## config.mk

```make
export PLATFORM = sky130hd
export DESIGN_NAME = div3_serial_ctrl
export DESIGN_NICKNAME = d
export VERILOG_FILES = /design/src/rtl/div3_serial_ctrl.sv
export SDC_FILE = /design/constraint.sdc
export NUM_CORES = 1
export LEC_CHECK = 0
export CORE_UTILIZATION = 47
export CTS_BUF_LIST = sky130_fd_sc_hd__clkbuf_4 sky130_fd_sc_hd__clkbuf_8 sky130_fd_sc_hd__clkbuf_16
export CTS_CLUSTER_DIAMETER = 60
export DETAILED_ROUTE_END_ITERATION = 6
export PLACE_DENSITY = 0.77
export SYNTH_ARGS = -nofsm -noshare
export SYNTH_HDL_FRONTEND = slang
export SYNTH_SLANG_ARGS = --single-unit
```

## constraint.sdc

```tcl
create_clock -name clk -period 1.65 [get_ports clk]
set_input_delay 0.165 -clock clk [delete_from_list [all_inputs] [get_ports clk]]
set_output_delay 0.165 -clock clk [all_outputs]
set_load 0.05 [all_outputs]
```

## src/rtl/div3_serial_ctrl.sv

```systemverilog
// div3_serial_ctrl: round-robin two-requester sequencer feeding a bit-serial MSB-first mod-3 residue tracker
module div3_serial_ctrl #(
   parameter int WIDTH = 8
) (
   input  logic             clk,
   input  logic             reset,
   input  logic             req0,
   input  logic [WIDTH-1:0] data0,
   input  logic             req1,
   input  logic [WIDTH-1:0] data1,
   output logic             gnt0,
   output logic             gnt1,
   output logic             busy,
   output logic             done,
   output logic             owner,
   output logic [1:0]       residue,
   output logic             div_ok
);
   localparam int CW = $clog2(WIDTH + 1);
   typedef enum logic [1:0] {IDLE, SHIFT, DONE} state_t;
   state_t           state;
   logic [WIDTH-1:0] sh;
   logic [CW-1:0]    cnt;
   logic [1:0]       r, rn;
   logic [2:0]       t;
   logic             last, cur_owner, win;
   always_comb begin
      t   = {r, 1'b0} + {2'b00, sh[WIDTH-1]};
      rn  = t >= 3'd3 ? 2'(t - 3'd3) : t[1:0];
      win = req1 & (~req0 | ~last);
   end
   assign busy = state != IDLE;
   always_ff @(posedge clk) begin
      if (reset) begin
         state     <= IDLE;
         gnt0      <= 1'b0;
         gnt1      <= 1'b0;
         done      <= 1'b0;
         owner     <= 1'b0;
         residue   <= 2'd0;
         div_ok    <= 1'b0;
         last      <= 1'b1;
         cur_owner <= 1'b0;
         r         <= 2'd0;
         cnt       <= '0;
         sh        <= '0;
      end else begin
         gnt0 <= 1'b0;
         gnt1 <= 1'b0;
         done <= 1'b0;
         case (state)
            IDLE: if (req0 | req1) begin
               sh        <= win ? data1 : data0;
               cnt       <= CW'(WIDTH);
               r         <= 2'd0;
               cur_owner <= win;
               last      <= win;
               gnt0      <= ~win;
               gnt1      <= win;
               state     <= SHIFT;
            end
            SHIFT: begin
               r   <= rn;
               sh  <= {sh[WIDTH-2:0], 1'b0};
               cnt <= cnt - CW'(1);
               if (cnt == CW'(1)) begin
                  state   <= DONE;
                  done    <= 1'b1;
                  residue <= rn;
                  div_ok  <= rn == 2'd0;
                  owner   <= cur_owner;
               end
            end
            default: state <= IDLE;
         endcase
      end
   end
endmodule
```

==> impl_metrics.yaml <==
clock_network:
  cts_tree: "done"
  cts_buffers: 3
  clockRootBuffer: "clkbuf_4"
  cts.path.max_buffers: 2
  cts_sinks: 25
  h-tree-depth: 1
  clkTransAtPathRegs_ns: 0.13
  clk_latency_ns: 0.31
  holdBufCountCts: 0
  postCtsSetupBuffers: 0
timing:
  slew_headroom: 0.666
  final-setup-viol-count: 0
  setup_ws_ns: 0.0483
  finalCritPeriodShare: 0.971
  finalSetupTns_ns: 0
  fin_crit_ns: 1.60
  tightest_slew_ns: 0.501
  rsz0062_at_grt: "false"
  fmax_mhz: 624
  slew_violations: 0
  final_hold_viol_count: 0
  fin_worst_skew_ns: 0.00152
final_layout:
  final_nets: 170
  antenna_cells: 0
  drive_above_1_share: 0.0890
  nFillCells: 195
  multiInputGateArea_um2: 527
  layout_common_cells: "dfxtp_1 (25), clkdlybuf4s50_1 (20), nor2_1 (17), mux2i_1 (11), a21oi_1 (9)"
  layout_commonest_cell: "dfxtp_1"
  seq_area_um2: 500
  area_delta_synth_final_pct: 28.8
synth:
  synth_cells: 119
  synth-seq-area-share: 0.460
  synth_fp_nets: 142
  syn-cell-area_um2: 1090
  synth-seq-cells: 25
  ys_warn_count: 0
  synth_cell_types: 29
  syn_avg_cell_area_um2: 9.14
drt:
  viasPerCell: 5.48
  wl_per_cell_um: 12.5
  wirelength_um: 2170
  route.detailed.drc: 0
  drt-pass1-iter-count: 4
  drt_iter0_markers: 15
  vias: 953
  antenna_left: 0
critical_path:
  required_ns: 1.48
  reg2reg_to: "div_ok"
  critPathBufInv: 1
  cp_top_family: "buffers and inverters"
  path_cells: "clkdlybuf4s50_1"
  critPathLaunchType: "register"
  reg2reg_slack_ns: 0.14
  cp.depth: 1
  slowest_delay_ns: 0.79
  r2r_start: "sh[7]"
  cp-startpoint: "gnt0"
  crit_slowest_cell: "clkdlybuf4s50_1"
  cp_max_fo: 1
  end_kind: "primary output"
  cp_data_arrival_time_ns: 1.44
  reg2reg_depth: 5
  worstSetupEndpoint: "gnt0"
  critPathKind: "reg2out"
global_route:
  grt_max_degree: 24
  antenna_found_initial: 0
  grt_usage: 0.182
  grt_pass1_vias: 856
  grt_pass1_wl_um: 3440
  grt-ovfl-total: 0
die:
  dieHeight_um: 50.1
  rows: 17
  die_w_um: 50.1
  io_pins: 28
  coreArea_um2: 2190
  fp.dieArea_um2: 2510
  start_util: 0.496
hold_path:
  min_path_type: "reg2reg"
  hp-start: "div_ok"
placement:
  dp_slack_ns: 0.141
  dpl.hpwl_um: 1640
  portBuffers: 27
  gp_congestion: 0.753
power:
  p_leak_nw: 0.613
  powerDensity_nw_per_um2: 888
  irDropWorstVdd_uv: 483
run:
  maxCapViolCount: 0
outcome:
  status: "finished, final reports clean"
==> synthesized netlist by cell type <==
master,number,area share
a22oi_1,7,0.048
buf_6,2,0.021
and2b_1,1,0.0069
nand2b_1,1,0.0058
a21boi_0,1,0.0069
or4b_1,1,0.0092
o22ai_1,7,0.040
dfxtp_1,25,0.46
inv_1,3,0.010
a31oi_1,1,0.0058
a211oi_1,2,0.014
nand2_1,7,0.024
nand3_2,1,0.0092
or2_2,1,0.0058
buf_2,3,0.014
o21a_1,1,0.0069
a21oi_1,9,0.041
ha_1,3,0.035
nor2_1,17,0.059
o21ai_0,1,0.0046
nand3_1,3,0.014
o32a_1,1,0.0092
nor3_1,2,0.0092
nor4_1,1,0.0058
clkbuf_1,3,0.010
or2_1,1,0.0058
mux2i_1,11,0.10
or2_0,1,0.0058
or3_1,2,0.012
==> cell families (layout without fill, tap and decap cells) <==
kind of cell    count (synthesis)  in the layout  share of synthesized area
fa+ha+maj                       3              3                     0.0345
simple gates                   39             39                      0.171
mux                            11             11                      0.101
flops                          25             25                      0.460
buf+inv                        11             38                     0.0552
compound gates                 30             30                      0.177
==> report_power, final <==
group	internal (W)	switching, W
combinational	0.000135	0.000152
clock	0.0000907	0.000179
sequential	0.000653	0.0000328
==> metal layers <==
| metal | up-vias | wire [um] | track usage |
|---|---|---|---|
| li1 | 480 | - | - |
| met1 | 437 | 926 | 0.192 |
| met2 | 32 | 1110 | 0.338 |
| met3 | 4 | 107 | 0.0340 |
| met4 | 0 | 18 | 0.0857 |
| met5 | - | 0 | 0 |
==> through the flow <==
| stage | power [W] | hold WS, ns | area, um^2 | utilization | cells |
|---|---|---|---|---|---|
| after floorplan | 0.000897 | 0.261 | 1090 | - | 119 |
| after global placement | 0.000979 | 0.442 | 1370 | 0.624 | 170 |
| after detailed placement | 0.000988 | 0.457 | 1370 | 0.624 | 170 |
| after CTS | 0.00126 | 0.473 | 1390 | 0.636 | 174 |
| after global routing | 0.00131 | 0.493 | 1400 | 0.639 | 174 |
| final | 0.00124 | 0.467 | 1400 | 0.639 | 174 |
==> final cells by class <==
class	instances	area share
clock buffer	3	0.0161
sequential	25	0.357
timing repair buffer	31	0.214
inverter	3	0.00804
clock inverter	1	0.00357
tap	28	0.0250
multi-input combinational	83	0.376
==> flip-flops by register name, summed over array words and instances, names as in the netlist, 2 cells and up <==
signal   count
r            2
sh           8
residue      2
state        2
cnt          4
==> how the worst min path moves through the flow <==
stage	endpoint	slack (ns)	cells past startpoint
floorplan	last	0.26	2
global placement	div_ok	0.44	2
detailed placement	div_ok	0.46	2
CTS	div_ok	0.47	2
global route	sh[4]	0.49	3
finish	div_ok	0.47	2
==> repair_timing <==
action	4_1_cts	5_1_grt
gates cloned	0	0
endpoints found under the setup margin	1	3
gates resized for setup	1	3
endpoints found under the hold margin	0	0
Power figures use the tool's default switching activity.
